## src/rtl/bus_arb_pkg.sv

```systemverilog
// rtl/bus_arb_pkg.sv - shared state encoding and index helper for bus_grant_arb
// Contents:
//   arb_state_e : arbiter FSM states. GNT_LOCKED exists only when BUS_ARB_LOCK_EN is defined.
//   next_idx    : (idx + 1) mod n without a divider.
package bus_arb_pkg;

    typedef enum logic [2:0] {
        IDLE       = 3'd0,
        GNT        = 3'd1,
`ifdef BUS_ARB_LOCK_EN
        GNT_LOCKED = 3'd2,
`endif
        OWNED      = 3'd3,
        TOUT       = 3'd4
    } arb_state_e;

    function automatic int next_idx(input int idx, input int n);
        return (idx + 1 >= n) ? 0 : idx + 1;
    endfunction

endpackage

```

## src/rtl/rr_picker.sv

```systemverilog
// rtl/rr_picker.sv - combinational round-robin pick of the first request at or after a pointer
// Ports:
//   req_i   [NUM_REQ] : request vector
//   ptr_i   [IDW]     : search start index (always < NUM_REQ)
//   pick_o  [NUM_REQ] : one-hot selected request, zero when no request
//   idx_o   [IDW]     : index of the selected request
//   valid_o           : some request is pending
module rr_picker #(
    parameter int NUM_REQ = 4,
    localparam int IDW = $clog2(NUM_REQ)
) (
    input  logic [NUM_REQ-1:0] req_i,
    input  logic [IDW-1:0]     ptr_i,
    output logic [NUM_REQ-1:0] pick_o,
    output logic [IDW-1:0]     idx_o,
    output logic               valid_o
);

    logic [IDW:0]   sum;
    logic [IDW-1:0] slot;

    // Walk the channels starting at the pointer and wrapping; the first hit wins.
    always_comb begin
        pick_o  = '0;
        idx_o   = '0;
        valid_o = 1'b0;
        sum     = '0;
        slot    = '0;
        for (int k = 0; k < NUM_REQ; k++) begin
            sum  = {1'b0, ptr_i} + (IDW+1)'(k);
            if (sum >= (IDW+1)'(NUM_REQ)) begin
                sum = sum - (IDW+1)'(NUM_REQ);
            end
            slot = sum[IDW-1:0];
            if (!valid_o && req_i[slot]) begin
                valid_o      = 1'b1;
                pick_o[slot] = 1'b1;
                idx_o        = slot;
            end
        end
    end

endmodule

```

## src/rtl/bus_grant_arb.sv

```systemverilog
// rtl/bus_grant_arb.sv - round-robin bus arbiter with grant and ownership timeouts
// Optional feature macro: BUS_ARB_LOCK_EN (owner keeps the bus across frames while lock is high).
// Ports:
//   clk, rst            : clock, asynchronous active-high reset
//   req      [NUM_REQ]  : per-channel level request
//   frame               : transaction active from the granted master
//   lock                : hold bus across frames (unused unless BUS_ARB_LOCK_EN)
//   grant    [NUM_REQ]  : registered one-hot grant
//   owner_id [IDW]      : granted channel index, valid while |grant
//   aquired             : granted master is in its frame
//   time_out            : one-cycle abort pulse
module bus_grant_arb
    import bus_arb_pkg::*;
#(
    parameter int NUM_REQ       = 4,
    parameter int GRANT_TIMEOUT = 64,
    parameter int MAX_OWN       = 256,
    localparam int IDW = $clog2(NUM_REQ)
) (
    input  logic               clk,
    input  logic               rst,
    input  logic [NUM_REQ-1:0] req,
    input  logic               frame,
    input  logic               lock,
    output logic [NUM_REQ-1:0] grant,
    output logic [IDW-1:0]     owner_id,
    output logic               aquired,
    output logic               time_out
);

    localparam int WAIT_W = $clog2(GRANT_TIMEOUT);
    localparam int OWN_W  = $clog2(MAX_OWN);
    localparam logic [WAIT_W-1:0] WAIT_LAST = WAIT_W'(GRANT_TIMEOUT - 1);
    localparam logic [OWN_W-1:0]  OWN_LAST  = OWN_W'(MAX_OWN - 1);

    arb_state_e         state_q;
    logic [NUM_REQ-1:0] grant_q;
    logic [IDW-1:0]     owner_q;
    logic [IDW-1:0]     ptr_q;
    logic               aquired_q;
    logic               time_out_q;
    logic [WAIT_W-1:0]  wait_q;
    logic [OWN_W-1:0]   own_q;

    logic [NUM_REQ-1:0] pick_oh;
    logic [IDW-1:0]     pick_idx;
    logic               pick_valid;
    logic [IDW-1:0]     ptr_after_owner;

`ifndef BUS_ARB_LOCK_EN
    logic unused_lock;
    assign unused_lock = lock;
`endif

    rr_picker #(.NUM_REQ(NUM_REQ)) u_picker (
        .req_i   (req),
        .ptr_i   (ptr_q),
        .pick_o  (pick_oh),
        .idx_o   (pick_idx),
        .valid_o (pick_valid)
    );

    // Moving the pointer past the departing owner keeps a repeatedly aborting master from starving others.
    assign ptr_after_owner = IDW'(next_idx(int'(owner_q), NUM_REQ));

    always_ff @(posedge clk or posedge rst) begin
        if (rst) begin
            state_q    <= IDLE;
            grant_q    <= '0;
            owner_q    <= '0;
            ptr_q      <= '0;
            aquired_q  <= 1'b0;
            time_out_q <= 1'b0;
            wait_q     <= '0;
            own_q      <= '0;
        end else begin
            time_out_q <= 1'b0;
            unique case (state_q)
                IDLE: begin
                    if (pick_valid) begin
                        grant_q <= pick_oh;
                        owner_q <= pick_idx;
                        wait_q  <= '0;
                        state_q <= GNT;
                    end
                end
`ifdef BUS_ARB_LOCK_EN
                GNT, GNT_LOCKED: begin
`else
                GNT: begin
`endif
                    // frame beats a coincident timeout; an abandoned grant is not an abort
                    if (frame) begin
                        aquired_q <= 1'b1;
                        own_q     <= '0;
                        state_q   <= OWNED;
                    end else if (!req[owner_q]) begin
                        grant_q <= '0;
                        state_q <= IDLE;
                    end else if (wait_q == WAIT_LAST) begin
                        grant_q    <= '0;
                        time_out_q <= 1'b1;
                        ptr_q      <= ptr_after_owner;
                        state_q    <= TOUT;
                    end else begin
                        wait_q <= wait_q + 1'b1;
                    end
                end
                OWNED: begin
                    // the ownership limit wins over a release in the same cycle
                    if (own_q == OWN_LAST) begin
                        grant_q    <= '0;
                        aquired_q  <= 1'b0;
                        time_out_q <= 1'b1;
                        ptr_q      <= ptr_after_owner;
                        state_q    <= TOUT;
                    end else if (!frame) begin
                        aquired_q <= 1'b0;
`ifdef BUS_ARB_LOCK_EN
                        if (lock) begin
                            wait_q  <= '0;
                            state_q <= GNT_LOCKED;
                        end else begin
                            grant_q <= '0;
                            ptr_q   <= ptr_after_owner;
                            state_q <= IDLE;
                        end
`else
                        grant_q <= '0;
                        ptr_q   <= ptr_after_owner;
                        state_q <= IDLE;
`endif
                    end else begin
                        own_q <= own_q + 1'b1;
                    end
                end
                TOUT: begin
                    state_q <= IDLE;
                end
                default: begin
                    grant_q   <= '0;
                    aquired_q <= 1'b0;
                    state_q   <= IDLE;
                end
            endcase
        end
    end

    assign grant    = grant_q;
    assign owner_id = owner_q;
    assign aquired  = aquired_q;
    assign time_out = time_out_q;

endmodule

```

## config.mk

```make
export PLATFORM = sky130hd
export DESIGN_NAME = bus_grant_arb
export DESIGN_NICKNAME = d
export VERILOG_FILES = /design/src/rtl/bus_arb_pkg.sv /design/src/rtl/rr_picker.sv /design/src/rtl/bus_grant_arb.sv
export SDC_FILE = /design/constraint.sdc
export NUM_CORES = 1
export LEC_CHECK = 0
export CORE_MARGIN = 8
export CORE_UTILIZATION = 52
export DETAILED_ROUTE_END_ITERATION = 6
export PLACE_DENSITY = 0.83
export SYNTH_ARGS = -nofsm -noshare
export SYNTH_HDL_FRONTEND = slang
export SYNTH_HIERARCHICAL = 1
export SYNTH_SLANG_ARGS = --single-unit
```

## constraint.sdc

```tcl
create_clock -name clk -period 2.8 [get_ports clk]
set_clock_uncertainty 0.2 [all_clocks]
set_input_delay 0.7 -clock clk [delete_from_list [all_inputs] [get_ports clk]]
set_output_delay 0.7 -clock clk [all_outputs]
set_load 0.02 [all_outputs]
```

==> summary.md <==
| Metric | Value |
|---|---|
| Clock buffer count from CTS | `3` |
| Clock Path Buffers | `2` |
| Setup TNS | `0 ns` |
| Total gr overflow | `0` |
| Post-DP Area | `0.00218 sq mm` |
| Fraction of registers with async set/reset | `100%` |
| Placement Setup Slack | `-0.293 ns` |
| Initial Util | `55.0%` |
| Peak VDD IR | `603 uV` |
| GRT Overall Usage | `15.2%` |
| Critical R2R Launch | `ptr_q[0]` |
| Share of cells above drive strength 1 | `15.9%` |
| Area Growth Syn to Fin | `18.7%` |
| Number of max-cap violations | `0` |
| Crit path arrival time | `2.72 ns` |
| Netlist Area Pre-Place | `0.00186 sq mm` |
| Diodes inserted | `0` |
| Post-synth top area cell | `dfrtp_1` |
| Dpl cells | `268` |
| Critical Path Start Type | `input pin` |
| CORE AREA | `0.00339 sq mm` |
| Worst Max-Slew Pin Slew | `0.621 ns` |
| Die H | `75.9 um` |
| Finished Cell Area | `0.00221 sq mm` |
| Routed len/inst | `14.5 um` |
| Vias per inst | `5.86` |
| CTS tree | `yes` |
| Critical Path RT | `2.82 ns` |
| RSZ-0062 raised after global routing | `false` |
| Placer Congestion | `0.885` |
| Clock transition at path regs | `0.14 ns` |
| WS Path Type | `input pin to register` |
| I/O Buffers | `14` |
| Worst path slowest cell | `clkdlybuf4s50_1` |
| Total Wirelength | `3.94 mm` |
| Hold path start | `own_q[1]` |
| Ys Warns | `6` |
| Final setup margin | `0.0935 ns` |
| Vias | `1595` |
| DRT Pass-1 Iters | `5` |
| Max Fclk | `0.369 GHz` |
| Syn avg cell area | `9.65 sq um` |
| Status | `finished, final reports clean` |
| Hold endpoint | `own_q[1]` |
| Filler cell count | `279` |
| # setup viols final | `0` |
| Final Hold Vio Count | `0` |
| Vias in the first global route | `1569` |
| Largest cells by area after synthesis | `dfrtp_1 36%, ha_1 5.4%, o21ai_0 5.1%` |
| CP Capture Type | `register` |
| Die extent in x | `75.9 um` |
| Number of flops mapped to enable cells by yosys | `0` |
| Pin count of the biggest net entering global routing | `28` |
| Clock H-tree levels | `1` |
| PD cells | `874 mW/mm^2` |
| CTS root buf | `clkbuf_4` |
| Ys flop type | `dfrtp_1` |
| Layout Cells excl Fill | `272` |
| CP Cell Sequence | `clkdlybuf4s50_1 -> buf_4 -> mux4_2 -> or4b_4 -> o32ai_4 -> mux2_1` |
| Sequential share of the synthesized area | `36.3%` |
| CTS Sinks | `27` |
| Relative slew slack | `58.5%` |
| FP Rows | `21` |
| Final Cycle Share | `96.7%` |
| Post-synthesis cell count | `193` |
| Io pins | `16` |
| Total die area | `0.00575 sq mm` |
| Critical R2R Capture | `grant[2]` |
| Drc violations | `0` |
| Worst Hold Class | `register to register` |
| R2r setup slk | `0.25 ns` |
| DP HPWL | `3.03 mm` |
| Synth unique cells | `51` |
| R2R depth | `9` |
| Yosys reg bits | `27` |
| Final Slew Violations | `0` |
| Synth top area share | `36.3%` |
| WHS Path Cells | `2` |
| CP max stage delay | `0.54 ns` |
| Crit-path max FO | `5` |
| Post-route ant nets | `0` |
| Fin crit period | `2.71 ns` |
| Layout Nets | `243` |
| First-pass GRT wire length | `6.89 mm` |
| Clk_lat worst skew | `0.33 ns` |
| Initial antenna violation count | `0` |
| LEAKAGE | `0.000943 uW` |
| Net Count, Synth | `209` |
| DR iter-0 viols | `145` |
through the flow:
step	util, %	hold WS, ns	total power, uW
2_1_floorplan	-	0.276	1380
3_3_place_gp	64.2	0.293	1710
3_5_place_dp	64.2	0.307	1750
4_1_cts	65.0	0.339	1920
5_1_grt	65.3	0.381	2100
6_report	65.3	0.336	1930
metal layers:
metal | global-route usage [%] | vias to the layer above | wire, um
met4 | 3.84 | 0 | 29
met3 | 2.89 | 5 | 123
li1 | - | 800 | -
met5 | 0 | - | 0
met1 | 19.6 | 767 | 1890
met2 | 25.4 | 23 | 1900
cell families (layout without fill, tap and decap cells):
| logic type | Yosys count | count (layout) | synth area share, % |
|---|---|---|---|
| and+or+nand+nor | 73 | 73 | 22.0 |
| DFF | 27 | 27 | 36.3 |
| buffers and inverters | 14 | 47 | 3.69 |
| muxes | 10 | 10 | 9.33 |
| xor gates and xnor gates | 3 | 3 | 1.41 |
| adders and majority gates | 8 | 8 | 5.37 |
| AOI/OAI and AO/OA | 58 | 58 | 22.0 |
worst max-delay path, delay by kind of cell:
kind / cells / cell delay [ns]
compound gates: 1 / 0.26
buf+inv: 2 / 0.68
mux: 2 / 0.59
simple gates: 1 / 0.49
how the worst max path moves through the flow:
stage	startpoint	end	slack, ns	cells after the start
5_1_grt	req[0]	wait_q[3]	0.02	8
3_5_place_dp	req[0]	wait_q[3]	-0.29	8
2_1_floorplan	ptr_q[0]	wait_q[3]	0.11	12
3_3_place_gp	req[3]	grant[3]	-0.25	10
6_report	req[0]	ptr_q[1]	0.09	6
4_1_cts	req[0]	wait_q[3]	0.06	8
state kept, by name (all words and copies together), names as in the netlist:
register and count:
time_out 1, owner_id 2, grant 4, ptr_q 2, wait_q 6, aquired 1
own_q 8, state_q 3
cells in the mapped netlist (4+ instances only):
cell type  number
a21oi_1         6
a22oi_1        12
and2_1          4
dfrtp_1        27
ha_1            8
inv_1           9
nand2_1        18
nand2b_1        7
nand3_1        11
nor2_1         12
o21ai_0        19
power by group:
part           switching (uW)  total, uW  leakage (uW)  internal [uW]
Combinational             618       1180      0.000570            562
Sequential                102        584      0.000357            482
Clock                     113        169     0.0000150           55.8
final cells by class:
cell class                      instances  area [sq um]  area share (%)
Tap cell                               46          57.6            2.60
Timing Repair Buffer                   34           293            13.2
Inverter                                9          33.8            1.53
Multi-Input combinational cell        152          1120            50.8
Sequential cell                        27           677            30.6
Clock buffer                            4          26.3            1.19
placed cells by master (no fill, tap or decap), types with 3 or more instances in the layout:
cell	n
clkbuf_4	3
nand3_1	11
ha_1	8
buf_4	20
nor2_1	12
inv_1	9
a22oi_1	12
and2_1	3
a22o_1	3
nand2_1	18
dfrtp_1	26
clkdlybuf4s50_1	13
o21ai_0	17
a21oi_1	6
nor2b_1	3
o211ai_1	3
mux4_2	3
nand2b_1	7
what timing repair did:
action / in CTS / in global routing
endpoints found under the hold margin: 0 / 0
endpoints found under the setup margin: 0 / 11
setup buffers: 0 / 0
hold buffers: 0 / 0
resized for setup: 0 / 6
No activity file was read; power rests on OpenSTA's default activity.
